$ cat config.mk
export PLATFORM = sky130hd
export DESIGN_NAME = bus_trace_uart
export DESIGN_NICKNAME = d
export VERILOG_FILES = /design/src/rtl/trace_pkg.sv /design/src/rtl/uart_tx_byte.sv /design/src/rtl/bus_trace_uart.sv
export SDC_FILE = /design/constraint.sdc
export NUM_CORES = 1
export LEC_CHECK = 0
export ABC_AREA = 1
export ABC_CLOCK_PERIOD_IN_PS = 8800
export BUFFER_PORTS_ARGS = -buffer_cell sky130_fd_sc_hd__buf_2
export CORE_UTILIZATION = 30
export DETAILED_ROUTE_END_ITERATION = 7
export PLACE_DENSITY_LB_ADDON = 0.25
export SLEW_MARGIN = 20
export SYNTH_ARGS = -nofsm -noshare
export SYNTH_HDL_FRONTEND = slang
export SYNTH_HIERARCHICAL = 1
export SYNTH_SLANG_ARGS = --single-unit
$ cat constraint.sdc
create_clock -name clk -period 8.8 [get_ports clk]
set_input_delay 0.88 -clock clk [delete_from_list [all_inputs] [get_ports clk]]
set_output_delay 0.88 -clock clk [all_outputs]
set_load 0.005 [all_outputs]
$ cat src/rtl/trace_pkg.sv
// Shared definitions for the bus trace UART: character constants, the
// transmitter state encoding and the nibble-to-ASCII helper.
package trace_pkg;

    localparam logic [7:0] CHAR_CR     = 8'h0D;
    localparam logic [7:0] CHAR_LF     = 8'h0A;
    localparam int         FRAME_CHARS = 10;

    typedef enum logic [1:0] {
        ST_IDLE  = 2'd0,
        ST_START = 2'd1,
        ST_DATA  = 2'd2,
        ST_STOP  = 2'd3
    } tx_state_e;

    // Uppercase hex digit: 0-9 -> '0'..'9', A-F -> 'A'..'F'.
    function automatic logic [7:0] hex2ascii(input logic [3:0] nib);
        if (nib < 4'd10) begin
            return 8'h30 + {4'h0, nib};
        end
        return 8'h37 + {4'h0, nib};
    endfunction

endpackage

$ cat src/rtl/uart_tx_byte.sv
// 8N1 byte transmitter. A start presented while ready is high during the final
// stop-bit cycle chains the next byte with no idle gap on the line.
module uart_tx_byte
    import trace_pkg::*;
#(
    parameter int unsigned CLK_DIV = 434
) (
    input  logic       clk,
    input  logic       reset,
    input  logic       start,
    input  logic [7:0] data,
    output logic       ready,
    output logic       tx,
    output logic       busy
);

    localparam logic [15:0] BAUD_MAX = 16'(CLK_DIV - 1);

    tx_state_e   state_q, state_d;
    logic [15:0] baud_q,  baud_d;
    logic [3:0]  bit_q,   bit_d;
    logic [9:0]  shift_q, shift_d;
    logic        tick;

    assign tick  = (baud_q == BAUD_MAX);
    assign ready = (state_q == ST_IDLE) || ((state_q == ST_STOP) && tick);
    assign busy  = (state_q != ST_IDLE);
    // The line is the LSB of the frame register, so it never glitches.
    assign tx    = shift_q[0];

    // NOTE: every registered signal sits on the async reset, so an abort mid-frame returns the line high at once.
    always_ff @(posedge clk or posedge reset) begin
        if (reset) begin
            state_q <= ST_IDLE;
            baud_q  <= '0;
            bit_q   <= '0;
            shift_q <= '1;
        end else begin
            state_q <= state_d;
            baud_q  <= baud_d;
            bit_q   <= bit_d;
            shift_q <= shift_d;
        end
    end

    // NOTE: all next-state values take their hold default first, so no latch is inferred.
    always_comb begin
        state_d = state_q;
        baud_d  = baud_q;
        bit_d   = bit_q;
        shift_d = shift_q;
        if (state_q == ST_IDLE) begin
            if (start) begin
                state_d = ST_START;
                shift_d = {1'b1, data, 1'b0};
                baud_d  = '0;
                bit_d   = '0;
            end
        end else if (!tick) begin
            baud_d = baud_q + 16'd1;
        end else begin
            baud_d  = '0;
            shift_d = {1'b1, shift_q[9:1]};
            bit_d   = bit_q + 4'd1;
            unique case (state_q)
                ST_START: state_d = ST_DATA;
                ST_DATA:  if (bit_q == 4'd8) state_d = ST_STOP;
                ST_STOP: begin
                    bit_d = '0;
                    if (start) begin
                        state_d = ST_START;
                        shift_d = {1'b1, data, 1'b0};
                    end else begin
                        state_d = ST_IDLE;
                    end
                end
                default: state_d = ST_IDLE;
            endcase
        end
    end

endmodule

$ cat src/rtl/bus_trace_uart.sv
// Snapshots the CPU bus on a trigger (or on change) and prints it over UART as
// eight hex digits plus CR LF; one pending slot absorbs triggers during a frame.
module bus_trace_uart
    import trace_pkg::*;
#(
    parameter int unsigned CLK_DIV        = 434,
    parameter bit          SEND_ON_CHANGE = 1'b1
) (
    input  logic        clk,
    input  logic        reset,
    input  logic [31:0] bus,
    input  logic        trig,
    output logic        tx,
    output logic        busy,
    output logic [7:0]  drop_cnt
);

    logic        trig_q;
    logic [31:0] prev_bus_q;
    logic [31:0] pending_q,       pending_d;
    logic        pending_valid_q, pending_valid_d;
    logic [31:0] snapshot_q,      snapshot_d;
    logic [3:0]  char_idx_q,      char_idx_d;
    logic [7:0]  drop_cnt_q,      drop_cnt_d;

    logic        trig_evt;
    logic        load;
    logic        chain;
    logic [31:0] load_word;
    logic        u_start;
    logic [7:0]  u_data;
    logic        u_ready;
    logic        u_busy;

    function automatic logic [7:0] char_at(input logic [31:0] word, input logic [3:0] idx);
        logic [31:0] shifted;
        shifted = word << {idx[2:0], 2'b00};
        if (idx < 4'd8) begin
            return hex2ascii(shifted[31:28]);
        end
        return (idx == 4'd8) ? CHAR_CR : CHAR_LF;
    endfunction

    assign trig_evt  = (trig && !trig_q) || (SEND_ON_CHANGE && (bus != prev_bus_q));
    assign load      = !u_busy && (pending_valid_q || trig_evt);
    assign load_word = pending_valid_q ? pending_q : bus;
    assign chain     = u_busy && u_ready && (char_idx_q != 4'(FRAME_CHARS - 1));
    assign u_start   = load || chain;
    assign u_data    = load ? char_at(load_word, 4'd0) : char_at(snapshot_q, char_idx_q + 4'd1);

    always_ff @(posedge clk or posedge reset) begin
        if (reset) begin
            trig_q          <= 1'b0;
            prev_bus_q      <= '0;
            pending_q       <= '0;
            pending_valid_q <= 1'b0;
            snapshot_q      <= '0;
            char_idx_q      <= '0;
            drop_cnt_q      <= '0;
        end else begin
            trig_q          <= trig;
            prev_bus_q      <= bus;
            pending_q       <= pending_d;
            pending_valid_q <= pending_valid_d;
            snapshot_q      <= snapshot_d;
            char_idx_q      <= char_idx_d;
            drop_cnt_q      <= drop_cnt_d;
        end
    end

    always_comb begin
        pending_d       = pending_q;
        pending_valid_d = pending_valid_q;
        snapshot_d      = snapshot_q;
        char_idx_d      = char_idx_q;
        drop_cnt_d      = drop_cnt_q;

        if (load) begin
            snapshot_d = load_word;
            char_idx_d = '0;
        end else if (chain) begin
            char_idx_d = char_idx_q + 4'd1;
        end

        // A waiting snapshot always wins the idle slot; a coincident trigger refills it.
        if (!u_busy) begin
            if (pending_valid_q) begin
                pending_valid_d = trig_evt;
                if (trig_evt) pending_d = bus;
            end
        end else if (trig_evt) begin
            pending_d       = bus;
            pending_valid_d = 1'b1;
            if (pending_valid_q && (drop_cnt_q != 8'hFF)) begin
                drop_cnt_d = drop_cnt_q + 8'd1;
            end
        end
    end

    uart_tx_byte #(
        .CLK_DIV (CLK_DIV)
    ) u_tx (
        .clk   (clk),
        .reset (reset),
        .start (u_start),
        .data  (u_data),
        .ready (u_ready),
        .tx    (tx),
        .busy  (u_busy)
    );

    assign busy     = u_busy;
    assign drop_cnt = drop_cnt_q;

endmodule

==> results of run 1 <==
## worst paths after layout
check / from / end / slack (ns)
min in group asynchronous: reset / snapshot_q[30]$_DFFE_PP0P_ / 0.57
max in group asynchronous: reset / pending_q[14]$_DFFE_PP0P_ / 7.01
max reg2reg: u_tx/state_q[0]$_DFFE_PP0P_ / pending_q[0]$_DFFE_PP0P_ / 5.31
min reg2reg: pending_q[14]$_DFFE_PP0P_ / pending_q[14]$_DFFE_PP0P_ / 0.47
min: pending_q[14]$_DFFE_PP0P_ / pending_q[14]$_DFFE_PP0P_ / 0.47
max: u_tx/state_q[0]$_DFFE_PP0P_ / pending_q[0]$_DFFE_PP0P_ / 5.31
## cell type report
class / instances / share of cell area
Multi-Input combinational cell: 679 / 0.3920
Tap cell: 324 / 0.04802
Clock buffer: 19 / 0.05247
Sequential cell: 141 / 0.4193
Timing Repair Buffer: 49 / 0.03053
Clock inverter: 13 / 0.01378
Inverter: 98 / 0.04387
## cell families (layout without fill, tap and decap cells)
family / Yosys count / count (layout)
flip-flops: 141 / 141
XOR/XNOR: 34 / 34
multiplexers: 15 / 15
AO/OA/AOI/OAI: 95 / 95
other: 1 / 1
adder cells (fa/ha/maj): 12 / 12
AND/OR/NAND/NOR: 522 / 522
buffers and inverters: 132 / 179
## sequential cells by signal, summed over array words and instances (netlist names)
name	count
char_idx_q	4
drop_cnt	8
pending_q	32
pending_valid_q	1
prev_bus_q	32
snapshot_q	32
trig_q	1
u_tx/baud_q	16
u_tx/bit_q	4
u_tx/shift_q	9
u_tx/state_q	2
## per-stage QoR
step | hold slack, ns | cell area [um^2]
floorplan | 0.4416 | 7421
global placement | 0.4533 | 7883
detailed placement | 0.4583 | 7883
CTS | 0.4740 | 8442
global route | 0.4923 | 8442
finish | 0.4737 | 8442
## power by group
part           internal, uW  switching (uW)  total, uW
clock                   380             313        693
sequential              664            7.10        671
combinational          23.1            41.6       64.7
total                  1070             361       1430
## routing by layer
metal | wire (um) | global-route usage | vias to the layer above
met4 | 247 | 0.04764 | 0
met2 | 7261 | 0.2169 | 66
met3 | 460 | 0.03022 | 15
met1 | 8747 | 0.2053 | 2796
li1 | - | - | 3103
met5 | 0 | 0 | -
## synthesized netlist by cell type (all sizes together)
cell type and count:
conb 1, o22ai 3, mux2i 15, xnor2 25, nand3b 3, inv 95, xor2 9, nand4 10
nand3 116, o21a 1, ha 12, dfstp 9, o21bai 3, buf 27, a31oi 1, o21ai 82
nor2 52, nand2 334, dfrtp 132, clkbuf 7, or2 3, clkinv 3, nor3 4, a21oi 5
## worst reg2reg max path: cells and delay by family (launching register included)
| kind | cells | cell delay [ns] |
|---|---|---|
| buffers and inverters | 4 | 1.37 |
| and+or+nand+nor | 3 | 1.25 |
| DFF | 1 | 0.36 |
| adders and majority gates | 1 | 0.30 |
| AOI/OAI and AO/OA | 1 | 0.07 |
==> results.sh, run 1 <==
export IMPL_synth_top_family_by_area="simple AND/OR/NAND/NOR gates"
export IMPL_antenna_found_initial=0
export IMPL_die_y_um=159.3
export IMPL_reg2reg_depth=9
export IMPL_layout_commonest_cell="nand2_1"
export IMPL_fin_setup_tns_ns=0
export IMPL_detail_route_iter0_violations=314
export IMPL_grt_max_degree=77
export IMPL_whs_path_depth=2
export IMPL_synth_area_leaders="dfrtp_1 45%, nand2_1 17%, nand3_1 7.7%"
export IMPL_synth_top_area_frac=0.4451
export IMPL_synthXorXnorAreaFrac=0.04114
export IMPL_finalHoldViolations=0
export IMPL_endpoint_kind="flip-flop"
export IMPL_worstSetupStartpointType="flip-flop"
export IMPL_powerDensity_nw_per_um2=169.2
export IMPL_crit_arrival_ns=3.79
export IMPL_dpl_hpwl_um=11320
export IMPL_grt_overflow=0
export IMPL_syn_avg_cell_area_um2=7.795
export IMPL_slowest_delay_ns=0.59
export IMPL_synth_cells=952
export IMPL_crit_family="buffers and inverters"
export IMPL_ant_nets=0
export IMPL_die_x_um=159.3
export IMPL_cts_inserted_buffers=17
export IMPL_row_count=57
export IMPL_drv_cap=0
export IMPL_total_power_uw=1429
export IMPL_final_core_util=0.3471
export IMPL_path_cells="inv_1 -> ha_1 -> inv_2 -> clkinv_1 -> nand2_1 -> nand2_1 -> buf_4 -> nand2_1 -> o21ai_0"
export IMPL_synth_fa_ha_area_frac=0.02023
export IMPL_setup_ws_ns=5.310
export IMPL_ys_ff_latch=141
export IMPL_ctsRootBufferMaster="clkbuf_16"
export IMPL_clk_latency_ns=0.43
export IMPL_pre_cts_ws_ns=5.271
export IMPL_grt_setup_unrepaired="false"
export IMPL_synth_simple_area_share=0.2969
export IMPL_grt_use_total=0.1441
export IMPL_drc=0
export IMPL_critPathKind="reg -> reg"
export IMPL_core_area_um2=24320
export IMPL_ir_drop_v=0.0001029
export IMPL_avgViaCountPerCell=4.520
export IMPL_yosysWarnings=6
export IMPL_synth_cell_types=36
export IMPL_wl_um=16720
export IMPL_period_share=0.3965
export IMPL_start_util=0.3051
export IMPL_grt_pass1_wl_um=29540
export IMPL_ff_latch_area_um2=3540
export IMPL_clk_pin_slew_worst_paths_ns=0.07
export IMPL_fin_crit_ns=3.490
export IMPL_nNetsFinal=1033
export IMPL_multi_input_area_um2=3309
export IMPL_cellLeakagePower_uw=0.004175
export IMPL_cts_setup_buffers=0
export IMPL_tightestPinTransition_ns=0.9218
export IMPL_syn_nets=999
export IMPL_clock_skew_final_ns=0.01405
export IMPL_wl_per_cell_um=12.64
export IMPL_muxShareOfSynthArea=0.02023
export IMPL_worstSetupPathDepth=9
export IMPL_cts_tree="yes"
export IMPL_htree_levels=4
export IMPL_clk_path_buf_depth=2
export IMPL_status="completed"
export IMPL_io_pin_count=45
export IMPL_mostFrequentLayoutCells="328 x nand2_1, 132 x dfrtp_1, 114 x nand3_1, 85 x inv_1, 58 x o21ai_0"
export IMPL_drive_gt1_frac=0.1171
export IMPL_syn_cell_area_um2=7421
export IMPL_yosysSeqAreaShare=0.4770
export IMPL_slew_headroom=0.3855
export IMPL_critical_path_slowest_cell="nand2_1"
export IMPL_grt_pass1_vias=5844
export IMPL_min_path_type="reg -> reg"
export IMPL_fmax_ghz=0.2866
export IMPL_setup_violations=0
export IMPL_nFillCells=2561
export IMPL_critPathMaxFanout=29
export IMPL_maxSlewViolCount=0
export IMPL_crit_required_ns=9.10
export IMPL_syn_to_final_growth_pct=13.76
export IMPL_ctsHoldBuffers=0
export IMPL_cts_sinks=141
export IMPL_path_buf_inv=4
export IMPL_io_buffers=44
export IMPL_dr_pass1_iters=4
export IMPL_gp_congestion=0.7710
export IMPL_diodes=0
export IMPL_die_area_um2=25370
export IMPL_synth_largest_area_cell="dfrtp_1"
export IMPL_path_common_cell="nand2_1"
export IMPL_synth_compound_area_frac=0.06694
export IMPL_dp_cells=1291
export IMPL_cts_resized=0
export IMPL_final_instance_count_excl_fill=1323
export IMPL_dr_total_vias=5980
Note: power is estimated with default switching activity, not from simulation.
==> run 2: changes to the inputs <==
- ABC_AREA: 1 -> 0
- ABC_CLOCK_PERIOD_IN_PS: 8800 -> 2900
- clock period: 8.8 -> 2.9 ns (I/O delays scaled with it)
==> run 2 against run 1 <==
  * Worst setup slack lost 5.1 ns
  * Clock skew down 0.0063 ns
  * Via count fell by 21%
  * Sequential share of layout area grew 1.3 points
  * Synthesized area is 7.8% lower
  * Synthesized cell count is 36% lower
  * Worst hold slack got worse by 0.45 ns
  * Cell count shrank 27%
  * Fmax up 28%
  * Die area decreased by 7.7%
  * Count of clock-buffer cells in the layout rose by 1
  * Sequential power rose to 3.0 times the previous value
  * Critical endpoint is now u_tx/shift_q[3]$_DFFE_PP1P_
  * Largest power group unchanged
==> results.sh, run 2 <==
export IMPL_status="completed"
export IMPL_path_buf_inv=2
export IMPL_ctsRootBufferMaster="clkbuf_16"
export IMPL_p_comb_frac=0.044
export IMPL_clk_pin_slew_worst_paths_ns=0.06
export IMPL_die_y_um=153.0
export IMPL_finalHoldViolations=0
export IMPL_die_x_um=153.0
export IMPL_yosysMostFrequentCell="dfrtp_1"
export IMPL_diodes=0
export IMPL_slew_headroom=0.3991
export IMPL_synth_area_leaders="dfrtp_1 48%, mux2i_1 7.9%, mux2_2 5.8%"
export IMPL_wl_met1_um=6697
export IMPL_yosysWarnings=6
export IMPL_crit_arrival_ns=3.07
export IMPL_critPathMaxFanout=18
export IMPL_grt_use_total=0.1347
export IMPL_dpl_hpwl_um=10140
export IMPL_htree_levels=4
export IMPL_drive_gt1_frac=0.2558
export IMPL_die_area_um2=23420
export IMPL_yosysSeqAreaShare=0.5172
export IMPL_powerDensity_nw_per_um2=527.8
export IMPL_ys_ff_latch=141
export IMPL_fin_crit_ns=2.732
export IMPL_period_share=0.9420
export IMPL_io_pin_count=45
export IMPL_grt_pass1_wl_um=24960
export IMPL_gp_congestion=0.8003
export IMPL_wl_per_cell_um=14.94
export IMPL_row_count=54
export IMPL_dp_cells=934
export IMPL_critical_path_slowest_cell="dfrtp_1"
export IMPL_wl_um=14460
export IMPL_syn_nets=653
export IMPL_critPathKind="reg -> reg"
export IMPL_syn_avg_cell_area_um2=11.29
export IMPL_syn_to_final_growth_pct=19.54
export IMPL_synth_cells=606
export IMPL_crit_required_ns=3.24
export IMPL_dr_pass1_iters=5
export IMPL_switching_share=0.2308
export IMPL_syn_cell_area_um2=6844
export IMPL_start_util=0.3098
export IMPL_crit_family="multiplexers"
export IMPL_layout_commonest_cell="dfrtp_1"
export IMPL_synth_cell_types=52
export IMPL_highest_layer="met4"
export IMPL_cts_inserted_buffers=17
export IMPL_cellLeakagePower_uw=0.003914
export IMPL_nNetsFinal=723
export IMPL_synthFlopType="dfrtp_1"
export IMPL_endpoint_kind="flip-flop"
export IMPL_synth_common_cells="132 x dfrtp_1, 54 x mux2i_1, 48 x nor2_1"
export IMPL_slowest_delay_ns=0.39
export IMPL_setup_violations=0
export IMPL_final_core_util=0.3703
export IMPL_drv_cap=0
export IMPL_cts_sinks=141
export IMPL_clk_path_buf_depth=2
export IMPL_core_area_um2=22090
export IMPL_path_cells="inv_1 -> ha_1 -> buf_12 -> mux4_2 -> mux2i_2 -> ha_1 -> nand2_1 -> nor3b_1 -> o31ai_1 -> o21ai_0 -> mux2i_1 -> o21ai_0"
export IMPL_clk_latency_ns=0.42
export IMPL_tightestPinTransition_ns=0.9004
export IMPL_maxSlewViolCount=0
export IMPL_dr_total_vias=4704
export IMPL_worstSetupStartpointType="flip-flop"
export IMPL_synth_top_area_frac=0.4826
export IMPL_clock_skew_final_ns=0.007789
export IMPL_wl_met2_um=7168
export IMPL_antenna_found_initial=0
export IMPL_p_clk_frac=0.484
export IMPL_p_sw_uw=996.6
export IMPL_grt_max_degree=93
export IMPL_ant_nets=0
export IMPL_cts_tree="yes"
export IMPL_largestRegisters="pending_q: 32 flops, prev_bus_q: 32 flops, snapshot_q: 32 flops"
export IMPL_synth_largest_area_cell="dfrtp_1"
export IMPL_mostFrequentLayoutCells="131 x dfrtp_1, 53 x mux2i_1, 47 x nor2_1, 44 x nand2_1, 44 x buf_2"
export IMPL_seq_power_share=0.471
export IMPL_nFillCells=2127
export IMPL_fmax_ghz=0.3661
export IMPL_ir_drop_v=0.0003497
export IMPL_grt_overflow=0
export IMPL_wl_met3_um=377
export IMPL_avgViaCountPerCell=4.860
export IMPL_final_instance_count_excl_fill=968
export IMPL_min_path_type="in -> reg"
export IMPL_grt_pass1_vias=4875
export IMPL_synthArstFlopShare=1.000
export IMPL_fin_hold_ws_ns=0.02303
export IMPL_synth_edf_count=0
export IMPL_io_buffers=44
export IMPL_drc=0
export IMPL_internal_power_uw=3322
export IMPL_detail_route_iter0_violations=146
run 2: path summary, 6_finish.rpt:
| kind | depth (start not counted) | from | to | slack, ns |
|---|---|---|---|---|
| worst max-delay path | 12 | char_idx_q[1]$_DFFE_PP0P_ | u_tx/shift_q[3]$_DFFE_PP1P_ | 0.17 |
| worst min-delay path | 1 | bus[11] | prev_bus_q[11]$_DFF_PP0_ | 0.02 |
| worst max register to register | 12 | char_idx_q[1]$_DFFE_PP0P_ | u_tx/shift_q[3]$_DFFE_PP1P_ | 0.17 |
| worst min register to register | 2 | u_tx/shift_q[1]$_DFFE_PP1P_ | u_tx/shift_q[1]$_DFFE_PP1P_ | 0.47 |
| max in group asynchronous | 4 | reset | u_tx/shift_q[7]$_DFFE_PP1P_ | 1.50 |
| min in group asynchronous | 3 | reset | drop_cnt[2]$_DFFE_PP0P_ | 0.45 |
run 2: power groups by stage:
stage | sequential (uW) | clock [uW] | combinational (uW)
CTS | 2030 | 2160 | 198
finish | 2040 | 2090 | 192
global placement | 2070 | 0 | 191
floorplan | 2070 | 0 | 109
detailed placement | 2070 | 0 | 195
global route | 2040 | 2240 | 219
run 2: worst reg2reg max path, stage by stage, from the launching register on:
cell,delay [ns]
dfrtp_1,0.39
inv_1,0.06
ha_1,0.34
buf_12,0.18
mux4_2,0.36
mux2i_2,0.22
ha_1,0.23
nand2_1,0.06
nor3b_1,0.18
o31ai_1,0.09
o21ai_0,0.24
mux2i_1,0.12
o21ai_0,0.18
run 2: metal layers:
layer	global-route usage	up-vias
met3	0.03090	20
met4	0.04858	0
li1	-	2304
met5	0	-
met1	0.1682	2318
met2	0.2272	62
run 2: per-stage QoR:
stage / setup slack, ns / TNS (ns) / area, um^2 / total power, uW
floorplan: 0.06322 / 0 / 6850 / 2175
global placement: 0.1795 / 0 / 7567 / 2259
detailed placement: 0.1018 / 0 / 7567 / 2265
CTS: 0.02444 / 0 / 8153 / 4389
global route: -0.01397 / -0.01397 / 8182 / 4494
finish: 0.1682 / 0 / 8182 / 4319
run 2: cell families (layout without fill, tap and decap cells):
kind of cell	Yosys count	after routing	share of synthesized area
flip-flops	141	141	0.5172
AO/OA/AOI/OAI	110	110	0.09470
buffers and inverters	41	123	0.02797
other	1	1	0.0005479
AND/OR/NAND/NOR	156	156	0.1159
XOR/XNOR	46	46	0.05887
multiplexers	99	99	0.1629
adder cells (fa/ha/maj)	12	12	0.02194
run 2: repair_timing:
| action | 4_1_cts | 5_1_grt |
|---|---|---|
| endpoints found under the setup margin | 0 | 9 |
| endpoints found under the hold margin | 19 | 0 |
| gates resized for setup | 0 | 8 |
| hold buffers | 2 | 0 |
| buffers inserted | 0 | 1 |
run 2: cell type report:
type,instances,area [um^2],area share
multi-input combinational,424,3138,0.3835
clock inverter,11,108.9,0.01330
inverter,14,56.30,0.006882
clock buffer,20,456.7,0.05582
tap,280,350.3,0.04282
timing repair buffer,78,530.5,0.06484
sequential,141,3541,0.4328
==> run 3: changes to the inputs <==
- ABC_CLOCK_PERIOD_IN_PS: 2900 -> 2500
- CORE_MARGIN: unset -> 10
- clock period: 2.9 -> 2.5 ns (I/O delays scaled with it)
==> run 3 against run 2 <==
  * The flow now finishes with violations (setup timing)
  * Critical path type unchanged
  * Clock power increased by 30%
  * Worst hold slack improved by 0.031 ns
  * Total power increased by 24%
  * Sequential share of layout area decreased by 4.7 points
  * Worst setup slack got worse by 0.20 ns
==> results.sh, run 3 (synthesis results as in run 2) <==
export IMPL_min_path_type="in -> reg"
export IMPL_status="finished with violations"
export IMPL_ant_nets=0
export IMPL_wl_per_cell_um=15.64
export IMPL_detail_route_iter0_violations=323
export IMPL_drc=0
export IMPL_slew_headroom=0.4773
export IMPL_worstHoldStart="bus[0]"
export IMPL_switching_share=0.2380
export IMPL_fin_crit_ns=2.532
export IMPL_final_instance_count_excl_fill=1050
export IMPL_ctsRootBufferMaster="clkbuf_16"
export IMPL_mostFrequentLayoutCells="129 x dfrtp_1, 80 x buf_4, 54 x mux2i_1, 46 x nor2_1"
export IMPL_cts_sinks=141
export IMPL_endpoint_kind="flip-flop"
export IMPL_io_pin_count=45
export IMPL_clk_latency_ns=0.43
export IMPL_dr_total_vias=4987
export IMPL_fmax_ghz=0.3949
export IMPL_setup_ws_ns=-0.03246
export IMPL_nNetsFinal=799
export IMPL_critPathMaxFanout=4
export IMPL_clk_path_buf_depth=2
export IMPL_clk_pin_slew_worst_paths_ns=0.07
export IMPL_dpl_hpwl_um=11640
export IMPL_p_clk_frac=0.507
export IMPL_critPathKind="reg -> reg"
export IMPL_tightestPinTransition_ns=0.7824
export IMPL_p_sw_uw=1273
export IMPL_grt_max_degree=48
export IMPL_drv_cap=0
export IMPL_ir_drop_v=0.0004800
export IMPL_dp_cells=989
export IMPL_timing_rr_start="prev_bus_q[7]$_DFF_PP0_"
export IMPL_die_x_um=171.0
export IMPL_diodes=0
export IMPL_drive_gt1_frac=0.3516
export IMPL_grt_setup_unrepaired="true"
export IMPL_die_area_um2=29250
export IMPL_die_y_um=171.0
export IMPL_cts_tree="yes"
export IMPL_cts_inserted_buffers=17
export IMPL_seq_power_share=0.441
export IMPL_pre_cts_ws_ns=-0.1836
export IMPL_p_comb_frac=0.052
export IMPL_core_area_um2=22570
export IMPL_row_count=55
export IMPL_internal_power_uw=4076
export IMPL_clock_skew_final_ns=0.01680
export IMPL_syn_to_final_growth_pct=34.24
export IMPL_grt_overflow=0
export IMPL_grt_use_total=0.1157
export IMPL_violations="setup timing"
export IMPL_crit_arrival_ns=2.87
export IMPL_grt_pass1_vias=5139
export IMPL_period_share=1.013
export IMPL_largestRegisters="pending_q: 32 flops, prev_bus_q: 32 flops, snapshot_q: 32 flops"
export IMPL_fin_hold_ws_ns=0.05396
export IMPL_powerDensity_nw_per_um2=582.2
export IMPL_htree_levels=4
export IMPL_layout_commonest_cell="dfrtp_1"
export IMPL_grt_pass1_wl_um=26740
export IMPL_worstSetupStartpointType="flip-flop"
export IMPL_antenna_found_initial=0
export IMPL_crit_required_ns=2.84
export IMPL_setup_violations=7
export IMPL_critPathLaunch="prev_bus_q[7]$_DFF_PP0_"
export IMPL_dr_pass1_iters=4
export IMPL_nFillCells=2159
export IMPL_finalHoldViolations=0
export IMPL_cellLeakagePower_uw=0.004437
export IMPL_io_buffers=44
export IMPL_avgViaCountPerCell=4.750
export IMPL_wl_um=16420
export IMPL_start_util=0.3032
export IMPL_gp_congestion=0.7843
export IMPL_maxSlewViolCount=0
run 3: cell types whose count changed in the layout (fill, tap and decap cells not counted), sizes merged:
cell | before | now
clkinv | 2 | 3
clkbuf | 20 | 19
bufinv | 1 | 3
dlymetal6s4s | 0 | 2
buf | 76 | 136
inv | 17 | 20
clkinvlp | 5 | 2
dlygate4sd3 | 2 | 15
run 3: worst max-delay path: stages (launching register included):
cell and delay [ns]:
dfrtp_1 0.37, xor2_1 0.16, nor4_2 0.37, buf_4 0.17
nand4_1 0.08, buf_4 0.18, nor4_4 0.13, buf_4 0.16
o21ai_4 0.06, and2_4 0.17, nor2_4 0.17, clkbuf_16 0.17
mux2i_1 0.18, o21ai_1 0.07
run 3: final cells by class:
| class | count | area, um^2 | area share |
|---|---|---|---|
| flip-flops and latches | 141 | 3543 | 0.3857 |
| clock buffers | 18 | 429.2 | 0.04671 |
| repair buffers | 154 | 1245 | 0.1355 |
| multi-input cells | 424 | 3359 | 0.3657 |
| clock inverters | 14 | 197.7 | 0.02152 |
| inverters | 14 | 56.30 | 0.006128 |
| well taps | 285 | 356.6 | 0.03881 |
run 3: timing repair:
action | CTS | global route
cloned | 1 | 1
buffers inserted | 4 | 8
hold endpoints to repair | 32 | 0
hold buffers | 17 | 0
endpoints found under the setup margin | 79 | 78
gates resized for setup | 18 | 62
pin swaps | 10 | 17
run 3: metrics by stage:
stage / total power (uW) / utilization / cell area (um^2) / setup TNS, ns
floorplan: 2523 / - / 6905 / 0
global placement: 2652 / 0.3551 / 8015 / -5.660
detailed placement: 2661 / 0.3551 / 8015 / -4.627
CTS: 5423 / 0.3955 / 8926 / -0.02952
global route: 5556 / 0.4070 / 9188 / -5.265
finish: 5349 / 0.4070 / 9188 / -0.1187
run 3: worst paths after layout:
| kind | to | slack, ns | cells after the start |
|---|---|---|---|
| setup / recovery | u_tx/shift_q[6]$_DFFE_PP1P_ | -0.03 | 13 |
| hold / removal | prev_bus_q[0]$_DFF_PP0_ | 0.05 | 2 |
| setup reg to reg | u_tx/shift_q[6]$_DFFE_PP1P_ | -0.03 | 13 |
| hold reg to reg | u_tx/shift_q[0]$_DFFE_PP1P_ | 0.46 | 2 |
| max in group asynchronous | u_tx/shift_q[4]$_DFFE_PP1P_ | 1.24 | 4 |
| min in group asynchronous | u_tx/baud_q[15]$_DFFE_PP0P_ | 0.52 | 3 |
run 3: metal layers:
layer	share of wire	global-route usage	wire (um)
met4	0.0094	0.03667	155
met5	0	0	0
met3	0.032	0.02788	523
met2	0.52	0.2004	8496
met1	0.44	0.1380	7242
run 3: power by group through the flow:
stage / Sequential [uW] / Combinational, uW / Clock, uW
3_5_place_dp: 2400 / 258 / 0
3_3_place_gp: 2400 / 252 / 0
5_1_grt: 2360 / 312 / 2880
6_report: 2360 / 277 / 2710
4_1_cts: 2360 / 282 / 2780
2_1_floorplan: 2400 / 127 / 0
